## src/rtl/fetch_unit.sv

```systemverilog
// fetch_unit: instruction fetch front end.
//   Generates sequential word-aligned fetch addresses, issues them to
//   instruction memory (imem_req/imem_ready handshake, in-order imem_rvalid
//   responses), buffers returned words in a small circular FIFO and presents
//   one instruction per cycle to decode.
//
// Ports:
//   clk, reset          clock; asynchronous active-low reset
//   stall               decode not accepting; output registers hold
//   redirect/redirect_pc  kill everything, restart fetch at redirect_pc
//   imem_req/imem_addr  fetch request and its word address
//   imem_ready          memory accepts the request this cycle
//   imem_rvalid/imem_rdata  in-order response word
//   instruction0/inst0_pc/inst0_valid  instruction presented to decode
//
// Credit scheme: requests in flight plus words buffered never exceed DEPTH,
// so every response always has a FIFO slot and the FIFO cannot overflow.
// On redirect every request still in flight is counted into drop_cnt and
// its response is discarded when it comes back.
module fetch_unit #(
  parameter logic [31:0] RESET_PC = 32'h0000_0000,
  parameter int          DEPTH    = 4,
  parameter logic [31:0] NOP_INST = 32'h0000_0013
) (
  input  logic        clk,
  input  logic        reset,
  input  logic        stall,
  input  logic        redirect,
  input  logic [31:0] redirect_pc,
  output logic        imem_req,
  output logic [31:0] imem_addr,
  input  logic        imem_ready,
  input  logic        imem_rvalid,
  input  logic [31:0] imem_rdata,
  output logic [31:0] instruction0,
  output logic [31:0] inst0_pc,
  output logic        inst0_valid
);

  localparam int CW = $clog2(DEPTH + 1);
  localparam int PW = $clog2(DEPTH);
  localparam logic [CW:0] CREDITS = (CW + 1)'(DEPTH);

  typedef struct packed {
    logic [31:0] inst;
    logic [31:0] pc;
  } fetch_entry_t;

  // fetch / response address tracking
  logic [31:0]   fetch_pc;
  logic [31:0]   resp_pc;
  logic [31:0]   target_pc;

  // credit bookkeeping
  logic [CW-1:0] outstanding;
  logic [CW-1:0] drop_cnt;
  logic [CW-1:0] fifo_count;
  logic [CW:0]   credit_used;

  // FIFO storage
  fetch_entry_t  fifo_mem [DEPTH];
  logic [PW-1:0] wr_ptr;
  logic [PW-1:0] rd_ptr;

  // per-cycle events
  logic          hs;
  logic          rsp;
  logic          push;
  logic          pop;

  assign target_pc   = {redirect_pc[31:2], 2'b00};
  assign credit_used = {1'b0, outstanding} + {1'b0, fifo_count};

  // Registered counts only: a credit freed this cycle is reusable next cycle.
  // The reset term keeps the request low for as long as reset is held.
  assign imem_req  = reset && !redirect && (credit_used < CREDITS);
  assign imem_addr = fetch_pc;

  assign hs   = imem_req && imem_ready;
  // A response with nothing outstanding is illegal; ignoring it keeps the
  // counters from wrapping.
  assign rsp  = imem_rvalid && (outstanding != '0);
  assign push = rsp && !redirect && (drop_cnt == '0);
  assign pop  = !redirect && !stall && (fifo_count != '0);

  //--------------------------------------------------------------------------
  // fetch side
  //--------------------------------------------------------------------------
  always_ff @(posedge clk or negedge reset) begin
    if (!reset) begin
      fetch_pc <= RESET_PC;
    end else if (redirect) begin
      fetch_pc <= target_pc;
    end else if (hs) begin
      fetch_pc <= fetch_pc + 32'd4;
    end
  end

  always_ff @(posedge clk or negedge reset) begin
    if (!reset) begin
      outstanding <= '0;
    end else begin
      outstanding <= outstanding + CW'(hs) - CW'(rsp);
    end
  end

  //--------------------------------------------------------------------------
  // response side
  //--------------------------------------------------------------------------
  always_ff @(posedge clk or negedge reset) begin
    if (!reset) begin
      resp_pc <= RESET_PC;
    end else if (redirect) begin
      resp_pc <= target_pc;
    end else if (push) begin
      resp_pc <= resp_pc + 32'd4;
    end
  end

  // Everything in flight at redirect time is stale, except a response that
  // lands in the redirect cycle itself: that one is discarded right away.
  always_ff @(posedge clk or negedge reset) begin
    if (!reset) begin
      drop_cnt <= '0;
    end else if (redirect) begin
      drop_cnt <= outstanding - CW'(rsp);
    end else if (rsp && (drop_cnt != '0)) begin
      drop_cnt <= drop_cnt - CW'(1);
    end
  end

  //--------------------------------------------------------------------------
  // instruction FIFO (registered, no bypass: a push is visible next cycle)
  //--------------------------------------------------------------------------
  always_ff @(posedge clk) begin
    if (push) begin
      fifo_mem[wr_ptr] <= '{inst: imem_rdata, pc: resp_pc};
    end
  end

  always_ff @(posedge clk or negedge reset) begin
    if (!reset) begin
      wr_ptr     <= '0;
      rd_ptr     <= '0;
      fifo_count <= '0;
    end else if (redirect) begin
      wr_ptr     <= '0;
      rd_ptr     <= '0;
      fifo_count <= '0;
    end else begin
      if (push) wr_ptr <= wr_ptr + PW'(1);
      if (pop)  rd_ptr <= rd_ptr + PW'(1);
      fifo_count <= fifo_count + CW'(push) - CW'(pop);
    end
  end

  //--------------------------------------------------------------------------
  // output stage
  //--------------------------------------------------------------------------
  always_ff @(posedge clk or negedge reset) begin
    if (!reset) begin
      instruction0 <= NOP_INST;
      inst0_pc     <= 32'h0;
      inst0_valid  <= 1'b0;
    end else if (redirect) begin
      instruction0 <= NOP_INST;
      inst0_valid  <= 1'b0;
    end else if (!stall) begin
      if (pop) begin
        instruction0 <= fifo_mem[rd_ptr].inst;
        inst0_pc     <= fifo_mem[rd_ptr].pc;
        inst0_valid  <= 1'b1;
      end else begin
        instruction0 <= NOP_INST;
        inst0_valid  <= 1'b0;
      end
    end
  end

  //--------------------------------------------------------------------------
  // simulation checks
  //--------------------------------------------------------------------------
  a_rvalid_legal: assert property (@(posedge clk) disable iff (!reset)
    !(imem_rvalid && (outstanding == '0)));

  a_credit_bound: assert property (@(posedge clk) disable iff (!reset)
    credit_used <= CREDITS);

  a_drop_bound: assert property (@(posedge clk) disable iff (!reset)
    drop_cnt <= outstanding);

endmodule

```

## config.mk

```make
export PLATFORM = sky130hd
export DESIGN_NAME = fetch_unit
export DESIGN_NICKNAME = d
export VERILOG_FILES = /design/src/rtl/fetch_unit.sv
export SDC_FILE = /design/constraint.sdc
export NUM_CORES = 1
export LEC_CHECK = 0
export ABC_CLOCK_PERIOD_IN_PS = 3880
export BUFFER_PORTS_ARGS = -buffer_cell sky130_fd_sc_hd__clkbuf_2
export CORE_AREA = 8 8 330 172
export DETAILED_ROUTE_END_ITERATION = 7
export DIE_AREA = 0 0 338 180
export GPL_ROUTABILITY_DRIVEN = 0
export GPL_TIMING_DRIVEN = 0
export PLACE_DENSITY = 0.51
export SLEW_MARGIN = 25
export SYNTH_ARGS = -nofsm -noshare
export SYNTH_HDL_FRONTEND = slang
export SYNTH_SLANG_ARGS = --single-unit
```

## constraint.sdc

```tcl
create_clock -name clk -period 3.88 [get_ports clk]
set_clock_uncertainty 0.2 [all_clocks]
set_input_delay 0.194 -clock clk [delete_from_list [all_inputs] [get_ports clk]]
set_output_delay 0.194 -clock clk [all_outputs]
set_load 0.01 [all_outputs]
```

==> results of run 1 <==
per-layer routing:
metal | part of all wire | global-route usage | vias to the layer above
li1 | - | - | 4378
met2 | 0.43 | 0.197 | 261
met5 | 0 | 0 | -
met1 | 0.49 | 0.210 | 5006
met3 | 0.074 | 0.0356 | 58
met4 | 0.015 | 0.0249 | 0
Yosys cell counts, drive strengths merged, types with 2 or more instances:
cell,instances,share of area
edfxtp,248,0.48
nand2,157,0.038
dfrtp,133,0.22
mux4,62,0.091
o21ai,48,0.016
clkbuf,36,0.0088
nand3,33,0.011
a22o,29,0.016
xor2,26,0.015
nand4,24,0.0097
nor2,22,0.0054
inv,19,0.0046
buf,16,0.0053
ha,16,0.013
o211ai,16,0.0078
and3,14,0.0057
xnor2,12,0.0068
and2,10,0.0041
o311ai,9,0.0051
nor3,7,0.0023
a21oi,6,0.0019
nor4,6,0.0024
or3,6,0.0024
or4,5,0.0024
a31oi,4,0.0016
and4,4,0.0023
dfstp,3,0.0051
nor2b,3,0.0012
o22a,3,0.0017
o31a,3,0.0017
a31o,2,0.0011
fa,2,0.0026
nand3b,2,0.00097
or2,2,0.00081
or4b,2,0.0015
cells by family after synthesis:
family                     count (synthesis)  share of synthesized area
and+or+nand+nor                          300                     0.0926
AOI/OAI and AO/OA                        123                     0.0548
buffers and inverters                     72                     0.0189
xor gates and xnor gates                  38                     0.0216
other                                      1                   0.000243
DFF                                      384                      0.704
adders and majority gates                 18                     0.0156
muxes                                     64                     0.0920
worst min-delay path: cells and delay by family:
family | cells | cell delay (ps)
buffers and inverters | 2 | 300
AOI/OAI and AO/OA | 2 | 250
adders and majority gates | 1 | 150
registers in the layout, summed over array words and instances (netlist names):
register and count:
imem_addr 30, inst0_valid 1, inst0_pc 30, rd_ptr 2
fifo_count 3, fifo_mem 248, wr_ptr 2, outstanding 3
instruction0 32, resp_pc 30, drop_cnt 3
metrics by stage:
step	cells	power, uW	worst slack, ps
after floorplan	1003	6390	565
after CTS	2024	11200	12.2
after global routing	2026	11600	42.0
after global placement	1876	7250	-2770
final	2027	11000	278
after detailed placement	1882	7290	-440
worst max path at each step:
| stage | start | depth (start not counted) | end |
|---|---|---|---|
| floorplan | outstanding[2] | 11 | outstanding[2] |
| finish | fifo_count[1] | 11 | fifo_count[2] |
| detailed placement | reset | 13 | outstanding[2] |
| global route | fifo_count[1] | 11 | fifo_count[2] |
| global placement | reset | 11 | outstanding[2] |
| CTS | outstanding[2] | 11 | outstanding[2] |
cell type report:
type                       instances  area, um^2
buffer                            51         218
timing repair buffer             241        1780
tap                              713         892
clock buffer                      53        1090
clock inverter                    17         171
sequential                       384       10900
antenna                            1        2.50
multi-input combinational        547        4290
fill                            5009       33100
inverter                          20        76.3
where the power goes:
part / total (uW) / internal, uW / switching [uW]
Sequential: 5130 / 4790 / 337
Clock: 3820 / 2180 / 1640
Combinational: 2080 / 933 / 1150
repair_timing:
item                                    4_1_cts  5_1_grt
pin swaps                                     1        1
hold buffers                                 73        0
resized for setup                             1        0
endpoints found under the setup margin        3        2
cloned                                        0        0
buffers inserted                              0        2
hold endpoints to repair                    326        0
==> metrics.csv, run 1 <==
stage,metric,value,unit
synthesis,dominant synthesized flop cell,edfxtp_1,
timing,worst hold margin,220,ps
min_path,hold worst-path end,drop_cnt[0],
timing,# setup viols final,0,
synthesis,synth warn,0,
detailed_routing,DRT iter0 DRCs,858,
critical_path,top cell family by delay on the critical path,buffers and inverters,
detailed_routing,vias per cell,4.79,
die,I/O pin cnt,168,
global_routing,initial antenna violation count,2,
layout,Finished Cell Area,19400,um^2
layout,Final #Nets,1372,
timing,Final Max Tran Viols,0,
detailed_routing,1st-pass router iterations,5,
timing,worst slew pin tran,1010,ps
die,die height,180,um
min_path,Hold Path Stages,5,
layout,Area Growth Syn to Fin,25.8,%
cts,H-tree depth,2,
critical_path,Crit Path Max Fanout,10,
critical_path,"Slowest-stage cell, CP",or3_1,
cts,CTS tree,yes,
power_and_ir_drop,Pleak,0.00731,uW
synthesis,Post-synth EDFFs,248,
run,number of max-cap violations,0,
detailed_routing,Final ANT Viol Nets,0,
cts,Inserted Clock Buffers,39,
detailed_routing,Post-route DRC,0,
layout,post-route core utilization,0.369,
cts,Sink Count,384,
synthesis,"Avg Cell Area, Syn",15.4,um^2
critical_path,required time of the critical path,4050,ps
die,Die W,338,um
detailed_routing,total length of routed wires,42500,um
global_routing,largest net degree at the start of global routing,73,
critical_path,"Critical Path, Cell by Cell","nor3_1, or3_1, clkinv_2, clkbuf_1, ha_1, inv_1, ha_1, inv_1, fa_1, xnor2_1, nor2_1",
placement,Post-DP Area,17300,um^2
critical_path,crit path launch type,flop,
critical_path,CP bufs+invs,4,
layout,share of layout cells above drive strength 1,0.246,
placement,dpl hpwl,28600,um
run_status,outcome,completed,
detailed_routing,DR vias,9703,
detailed_routing,WL per Instance,21.0,um
die,Starting Density,0.294,
cts,Clock transition at path regs,60,ps
power_and_ir_drop,PwrDens,569,nW/um^2
synthesis,post-synthesis sequential area ratio,0.704,
global_routing,remaining global-route overflow,0,
synthesis,Synth cell types,49,
synthesis,ys async rst share,0.354,
critical_path,worst stage delay on the critical path,630,ps
timing,Fin. Hold Viols,0,
timing,Relative slew margins,0.319,
timing,Fmax achieved,0.278,GHz
layout,"most common cell after layout, fill and taps aside",edfxtp_1,
min_path,HP Class,in -> reg,
min_path,hold path start,imem_rvalid,
power_and_ir_drop,peak supply drop,218,uV
die,num rows,60,
placement,number of buffers added on ports,160,
die,Die ar.,60800,um^2
critical_path,Crit Path Class,reg -> reg,
layout,"leading cell types in the layout, fill and taps excluded","edfxtp_1, clkbuf_2, nand2_1",
timing,min cycle time layout,3600,ps
die,core box area,52500,um^2
global_routing,all-layer global routing usage,0.138,
synthesis,cell count after synthesis,1000,
timing,Fin Setup TNS,0,ps
cts,CTS max path bufs,3,
critical_path,FF-to-FF setup slack,280,ps
global_routing,vias in the first global route,10100,
critical_path,endpoint type of the worst setup path,flop,
cts,clk root buf,clkbuf_16,
critical_path,FF-to-FF End,fifo_count[2],
cts,clk_lat worst skew,530,ps
critical_path,reg2reg start,fifo_count[1],
critical_path,"Arr. time, crit path",3780,ps
timing,RSZ-0062 raised after global routing,false,
critical_path,worst r2r path cells,11,
timing,"Period Utilization, post-route",0.928,
synthesis,Seq cells post-synth,384,
synthesis,synthesized area,15400,um^2
global_routing,first-pass GRT wire length,64500,um
No activity file was read; power rests on OpenSTA's default activity.
==> run 2: changes to the inputs <==
--- a/config.mk
+++ b/config.mk
@@ -5,7 +5,7 @@
 export SDC_FILE = /design/constraint.sdc
 export NUM_CORES = 1
 export LEC_CHECK = 0
-export ABC_CLOCK_PERIOD_IN_PS = 3880
+export ABC_CLOCK_PERIOD_IN_PS = 4200
 export BUFFER_PORTS_ARGS = -buffer_cell sky130_fd_sc_hd__clkbuf_2
 export CORE_AREA = 8 8 330 172
 export DETAILED_ROUTE_END_ITERATION = 7
==> constraint.sdc (replaced) <==
create_clock -name clk -period 4.2 [get_ports clk]
set_clock_uncertainty 0.2 [all_clocks]
set_input_delay 0.21 -clock clk [delete_from_list [all_inputs] [get_ports clk]]
set_output_delay 0.21 -clock clk [all_outputs]
set_load 0.01 [all_outputs]
==> run 2 against run 1 <==
Critical path depth is 1 higher. Non-clock buffer count is 3 lower. Utilization is 0.14 points lower. Die area stayed put. Largest cell class unchanged. First-iteration DRC count is 1.4% lower. Flip-flop and latch count stayed put. Sequential power is 7.6% lower. Largest power group unchanged. Highest routed layer unchanged. Via count is 0.93% lower. Combinational power is 8% lower.
==> metrics.csv, run 2 (synthesis gave the netlist of run 1 again) <==
stage,metric,value,unit
global_routing,remaining global-route overflow,0,
placement,number of buffers added on ports,160,
detailed_routing,Final ANT Viol Nets,0,
layout,largest register by flop count,fifo_mem,
timing,RSZ-0062 raised after global routing,false,
critical_path,"Slowest-stage cell, CP",clkbuf_1,
global_routing,largest net degree at the start of global routing,74,
power_and_ir_drop,peak supply drop,202,uV
timing,Final Max Tran Viols,0,
timing,Fmax achieved,0.257,GHz
die,I/O pin cnt,168,
die,Starting Density,0.294,
critical_path,"Arr. time, crit path",4060,ps
layout,share of layout cells above drive strength 1,0.245,
cts,clk_lat worst skew,530,ps
layout,Final #Nets,1369,
cts,CTS max path bufs,3,
layout,post-route core utilization,0.368,
timing,Fin Setup TNS,0,ps
min_path,HP Class,in -> reg,
die,Die ar.,60800,um^2
run,number of max-cap violations,0,
timing,"Period Utilization, post-route",0.926,
timing,Fin. Hold Viols,0,
die,num rows,60,
global_routing,first-pass GRT wire length,63900,um
layout,Regs by FF count,"fifo_mem: 248 flops, instruction0: 32 flops",
critical_path,worst stage delay on the critical path,740,ps
detailed_routing,DRT iter0 DRCs,846,
critical_path,top cell family by delay on the critical path,buffers and inverters,
die,core box area,52500,um^2
detailed_routing,DR vias,9613,
critical_path,crit path launch type,flop,
layout,"leading cell types in the layout, fill and taps excluded","edfxtp_1, clkbuf_2, nand2_1",
cts,Inserted Clock Buffers,39,
global_routing,all-layer global routing usage,0.136,
cts,Sink Count,384,
timing,Relative slew margins,0.290,
cts,H-tree depth,2,
critical_path,Crit Path Class,reg -> reg,
detailed_routing,WL per Instance,20.7,um
critical_path,CP bufs+invs,5,
placement,dpl hpwl,28600,um
run_status,outcome,completed,
detailed_routing,vias per cell,4.75,
power_and_ir_drop,Pleak,0.00727,uW
die,die height,180,um
die,Die W,338,um
power_and_ir_drop,PwrDens,527,nW/um^2
layout,Area Growth Syn to Fin,25.3,%
placement,Post-DP Area,17300,um^2
critical_path,Crit Path Max Fanout,10,
critical_path,endpoint type of the worst setup path,flop,
cts,Clock transition at path regs,60,ps
layout,"most common cell after layout, fill and taps aside",edfxtp_1,
placement,placed cell count,1882,
detailed_routing,1st-pass router iterations,5,
layout,Finished Cell Area,19300,um^2
critical_path,"Critical Path, Cell by Cell","nor3_1, or3_1, clkbuf_1, clkinv_2, clkbuf_1, ha_1, inv_1, ha_1, inv_1, fa_1, xnor2_1, nor2_1",
cts,clk root buf,clkbuf_16,
timing,"Worst Setup Slack, final",312,ps
cts,CTS tree,yes,
detailed_routing,total length of routed wires,42000,um
timing,min cycle time layout,3890,ps
timing,worst slew pin tran,1060,ps
timing,# setup viols final,0,
layout,Final Non-Filler Cells,2024,
critical_path,required time of the critical path,4370,ps
layout,Largest register FFs,248,
detailed_routing,Post-route DRC,0,
global_routing,vias in the first global route,10100,
placement,Place WS,-136,ps
global_routing,initial antenna violation count,2,
run 2: layout make-up:
cell class | instances | area [um^2]
plain buffers | 52 | 221
clock inverters | 17 | 171
inverters | 20 | 76.3
repair buffers | 237 | 1710
multi-input cells | 547 | 4290
flip-flops and latches | 384 | 10900
well taps | 713 | 892
fillers | 5014 | 33200
clock buffers | 53 | 1090
diodes | 1 | 2.50
run 2: routing by layer:
metal / share of wire / vias up / GRT usage
met3: 0.073 / 57 / 0.0356
met2: 0.43 / 242 / 0.196
met5: 0 / - / 0
li1: - / 4365 / -
met1: 0.48 / 4949 / 0.206
met4: 0.015 / 0 / 0.0249
run 2: through the flow:
step | power [uW] | hold slack [ps]
after global routing | 10700 | 20.4
final | 10200 | 18.2
after detailed placement | 6730 | -184
after floorplan | 5900 | -286
after CTS | 10400 | 6.33
after global placement | 6690 | 230
run 2: worst paths after layout:
kind,cells past startpoint,startpoint,to,slack (ps)
worst max-delay path,12,fifo_count[1],fifo_count[2],310
worst min-delay path,3,stall,instruction0[0],20
worst max register to register,12,fifo_count[1],fifo_count[2],310
worst min register to register,2,inst0_pc[31],inst0_pc[31],270
max in group asynchronous,5,reset,instruction0[1],3060
min in group asynchronous,3,reset,instruction0[24],350
run 2: repair_timing:
action                                 4_1_cts  5_1_grt
gates resized for setup                      1        0
hold buffers                                69        0
pin swaps                                    0        1
endpoints found under the hold margin      324        0
setup endpoints to repair                    1        2
buffers inserted                             0        2
run 2: worst min-delay path, cell delays in order:
cell      delay, ps
clkbuf_2        120
nand2_1         210
o22a_1          160
run 2: power by group:
group          internal (uW)  leakage, uW  switching (uW)  total (uW)
combinational            856      0.00270            1060        1910
sequential              4430      0.00396             311        4740
clock                   2020     0.000620            1510        3520
==> run 3: changes to the inputs <==
--- a/config.mk
+++ b/config.mk
@@ -6,7 +6,7 @@
 export NUM_CORES = 1
 export LEC_CHECK = 0
 export ABC_CLOCK_PERIOD_IN_PS = 4200
-export BUFFER_PORTS_ARGS = -buffer_cell sky130_fd_sc_hd__clkbuf_2
+export BUFFER_PORTS_ARGS = -buffer_cell sky130_fd_sc_hd__buf_4
 export CORE_AREA = 8 8 330 172
 export DETAILED_ROUTE_END_ITERATION = 7
 export DIE_AREA = 0 0 338 180
==> run 3 against run 2 <==
Sequential share of layout area down 1.3 points. Sequential power hardly changed. Hold slack gained 26 ps. Flip-flop and latch count stayed put. Combinational power up 8%. Non-clock buffer count stayed put. Critical path depth decreased by 1. Total power rose by 1.5%. Fmax down 1.6%. Highest routed layer unchanged.
==> metrics.csv, run 3 (synthesis gave the netlist of run 1 again) <==
stage,metric,value,unit
die,num rows,60,
critical_path,"Arr. time, crit path",4190,ps
placement,Place WS,-152,ps
min_path,HP Class,in -> reg,
global_routing,vias in the first global route,10100,
cts,H-tree depth,2,
timing,"Worst Setup Slack, final",247,ps
run_status,outcome,completed,
layout,largest register by flop count,fifo_mem,
power_and_ir_drop,Pleak,0.00741,uW
detailed_routing,Post-route DRC,0,
cts,CTS max path bufs,3,
critical_path,crit path launch type,flop,
global_routing,M1 GR Usage,0.208,
global_routing,met2 usage,0.205,
power_and_ir_drop,Sw Ratio,0.281,
power_and_ir_drop,peak supply drop,251,uV
global_routing,first-pass GRT wire length,65100,um
detailed_routing,vias per cell,4.82,
cts,CTS tree,yes,
layout,post-route core utilization,0.377,
power_and_ir_drop,PwrDens,522,nW/um^2
placement,placed cell count,1881,
global_routing,gr busiest metal,met1,
critical_path,required time of the critical path,4440,ps
cts,Post-CTS Setup Bufs,0,
timing,worst slew pin tran,1010,ps
timing,RSZ-0062 raised after global routing,false,
critical_path,CP bufs+invs,4,
die,core box area,52500,um^2
layout,Largest register FFs,248,
layout,"leading cell types in the layout, fill and taps excluded","edfxtp_1, buf_4, nand2_1",
critical_path,endpoint type of the worst setup path,flop,
die,Die ar.,60800,um^2
power_and_ir_drop,Pint,7430,uW
layout,Final #Nets,1369,
critical_path,Crit Path Class,reg -> reg,
die,Starting Density,0.294,
power_and_ir_drop,Sequential Power Share,0.460,
cts,Sink Count,384,
detailed_routing,WL per Instance,21.3,um
timing,Final Max Tran Viols,0,
run,number of max-cap violations,0,
die,I/O pin cnt,168,
timing,Fmax achieved,0.253,GHz
timing,"Period Utilization, post-route",0.941,
cts,clk root buf,clkbuf_16,
layout,Regs by FF count,"fifo_mem: 248 flops, instruction0: 32 flops",
placement,number of buffers added on ports,160,
power_and_ir_drop,part of the power in the clock network,0.340,
die,Die W,338,um
power_and_ir_drop,Comb power frac,0.200,
critical_path,Most Frequent Cell on Critical Path,ha_1,
cts,clk_lat worst skew,550,ps
layout,Area Growth Syn to Fin,28.3,%
critical_path,"Slowest-stage cell, CP",nor4b_4,
critical_path,"Critical Path, Cell by Cell","ha_1, or4b_4, nor4b_4, inv_2, buf_2, buf_2, ha_1, inv_1, ha_1, fa_1, xnor2_1",
layout,share of layout cells above drive strength 1,0.244,
placement,dpl hpwl,28800,um
timing,# setup viols final,0,
global_routing,initial antenna violation count,1,
timing,Fin. Hold Viols,0,
layout,"most common cell after layout, fill and taps aside",edfxtp_1,
detailed_routing,DR vias,9774,
critical_path,FF-to-FF setup slack,250,ps
timing,Relative slew margins,0.319,
critical_path,Crit Path Max Fanout,10,
global_routing,all-layer global routing usage,0.140,
die,die height,180,um
detailed_routing,Final ANT Viol Nets,0,
cts,Inserted Clock Buffers,39,
global_routing,grt met3 use,0.0394,
timing,min cycle time layout,3950,ps
power_and_ir_drop,P_sw,2900,uW
global_routing,remaining global-route overflow,0,
global_routing,largest net degree at the start of global routing,79,
critical_path,top cell family by delay on the critical path,simple AND/OR/NAND/NOR gates,
detailed_routing,1st-pass router iterations,4,
detailed_routing,DRT iter0 DRCs,759,
layout,Final Non-Filler Cells,2027,
cts,Clock transition at path regs,70,ps
detailed_routing,total length of routed wires,43200,um
critical_path,worst stage delay on the critical path,810,ps
run 3: worst register-to-register path, stage by stage (launching register included):
cell and delay (ps):
dfrtp_1 440, ha_1 310, or4b_4 530, nor4b_4 810, inv_2 60, buf_2 230
buf_2 240, ha_1 310, inv_1 40, ha_1 180, fa_1 370, xnor2_1 130
run 3: layout make-up:
class / instances / area, um^2
fill: 4927 / 32700
sequential: 384 / 10900
multi-input combinational: 547 / 4290
timing repair buffer: 237 / 2170
clock buffer: 55 / 1080
tap: 713 / 892
buffer: 52 / 221
clock inverter: 17 / 181
inverter: 20 / 76.3
antenna: 2 / 5.00
run 3: path summary, 6_finish.rpt:
check,startpoint,to,depth (start not counted)
worst max-delay path,outstanding[2],outstanding[2],11
worst min-delay path,imem_ready,imem_addr[28],5
worst max register to register,outstanding[2],outstanding[2],11
worst min register to register,inst0_pc[21],inst0_pc[21],2
max in group asynchronous,reset,instruction0[7],8
min in group asynchronous,reset,inst0_pc[29],7
run 3: per-stage QoR:
stage	power, uW	hold WS (ps)	setup TNS, ps	area (um^2)
2_1_floorplan	5900	-286	0	15400
6_report	10300	43.8	0	19800
3_3_place_gp	6840	213	-212520	17500
3_5_place_dp	6880	5.47	-333	17700
4_1_cts	10500	5.83	0	19800
5_1_grt	10900	40.3	0	19800
run 3: timing repair:
action,4_1_cts,5_1_grt
hold buffers,72,0
hold endpoints to repair,327,0
gates resized for setup,1,0
endpoints found under the setup margin,2,0
run 3: routing by layer:
layer  part of all wire  wire length, um
met5                  0                0
met4              0.014              626
met2               0.43            18600
met1               0.48            20900
met3              0.071             3060
run 3: power by group through the flow:
stage               Sequential, uW  Clock (uW)  Combinational, uW
floorplan                     4830           0               1070
global placement              4820           0               2020
detailed placement            4820           0               2060
CTS                           4750        3640               2130
global route                  4800        3770               2290
finish                        4750        3520               2060
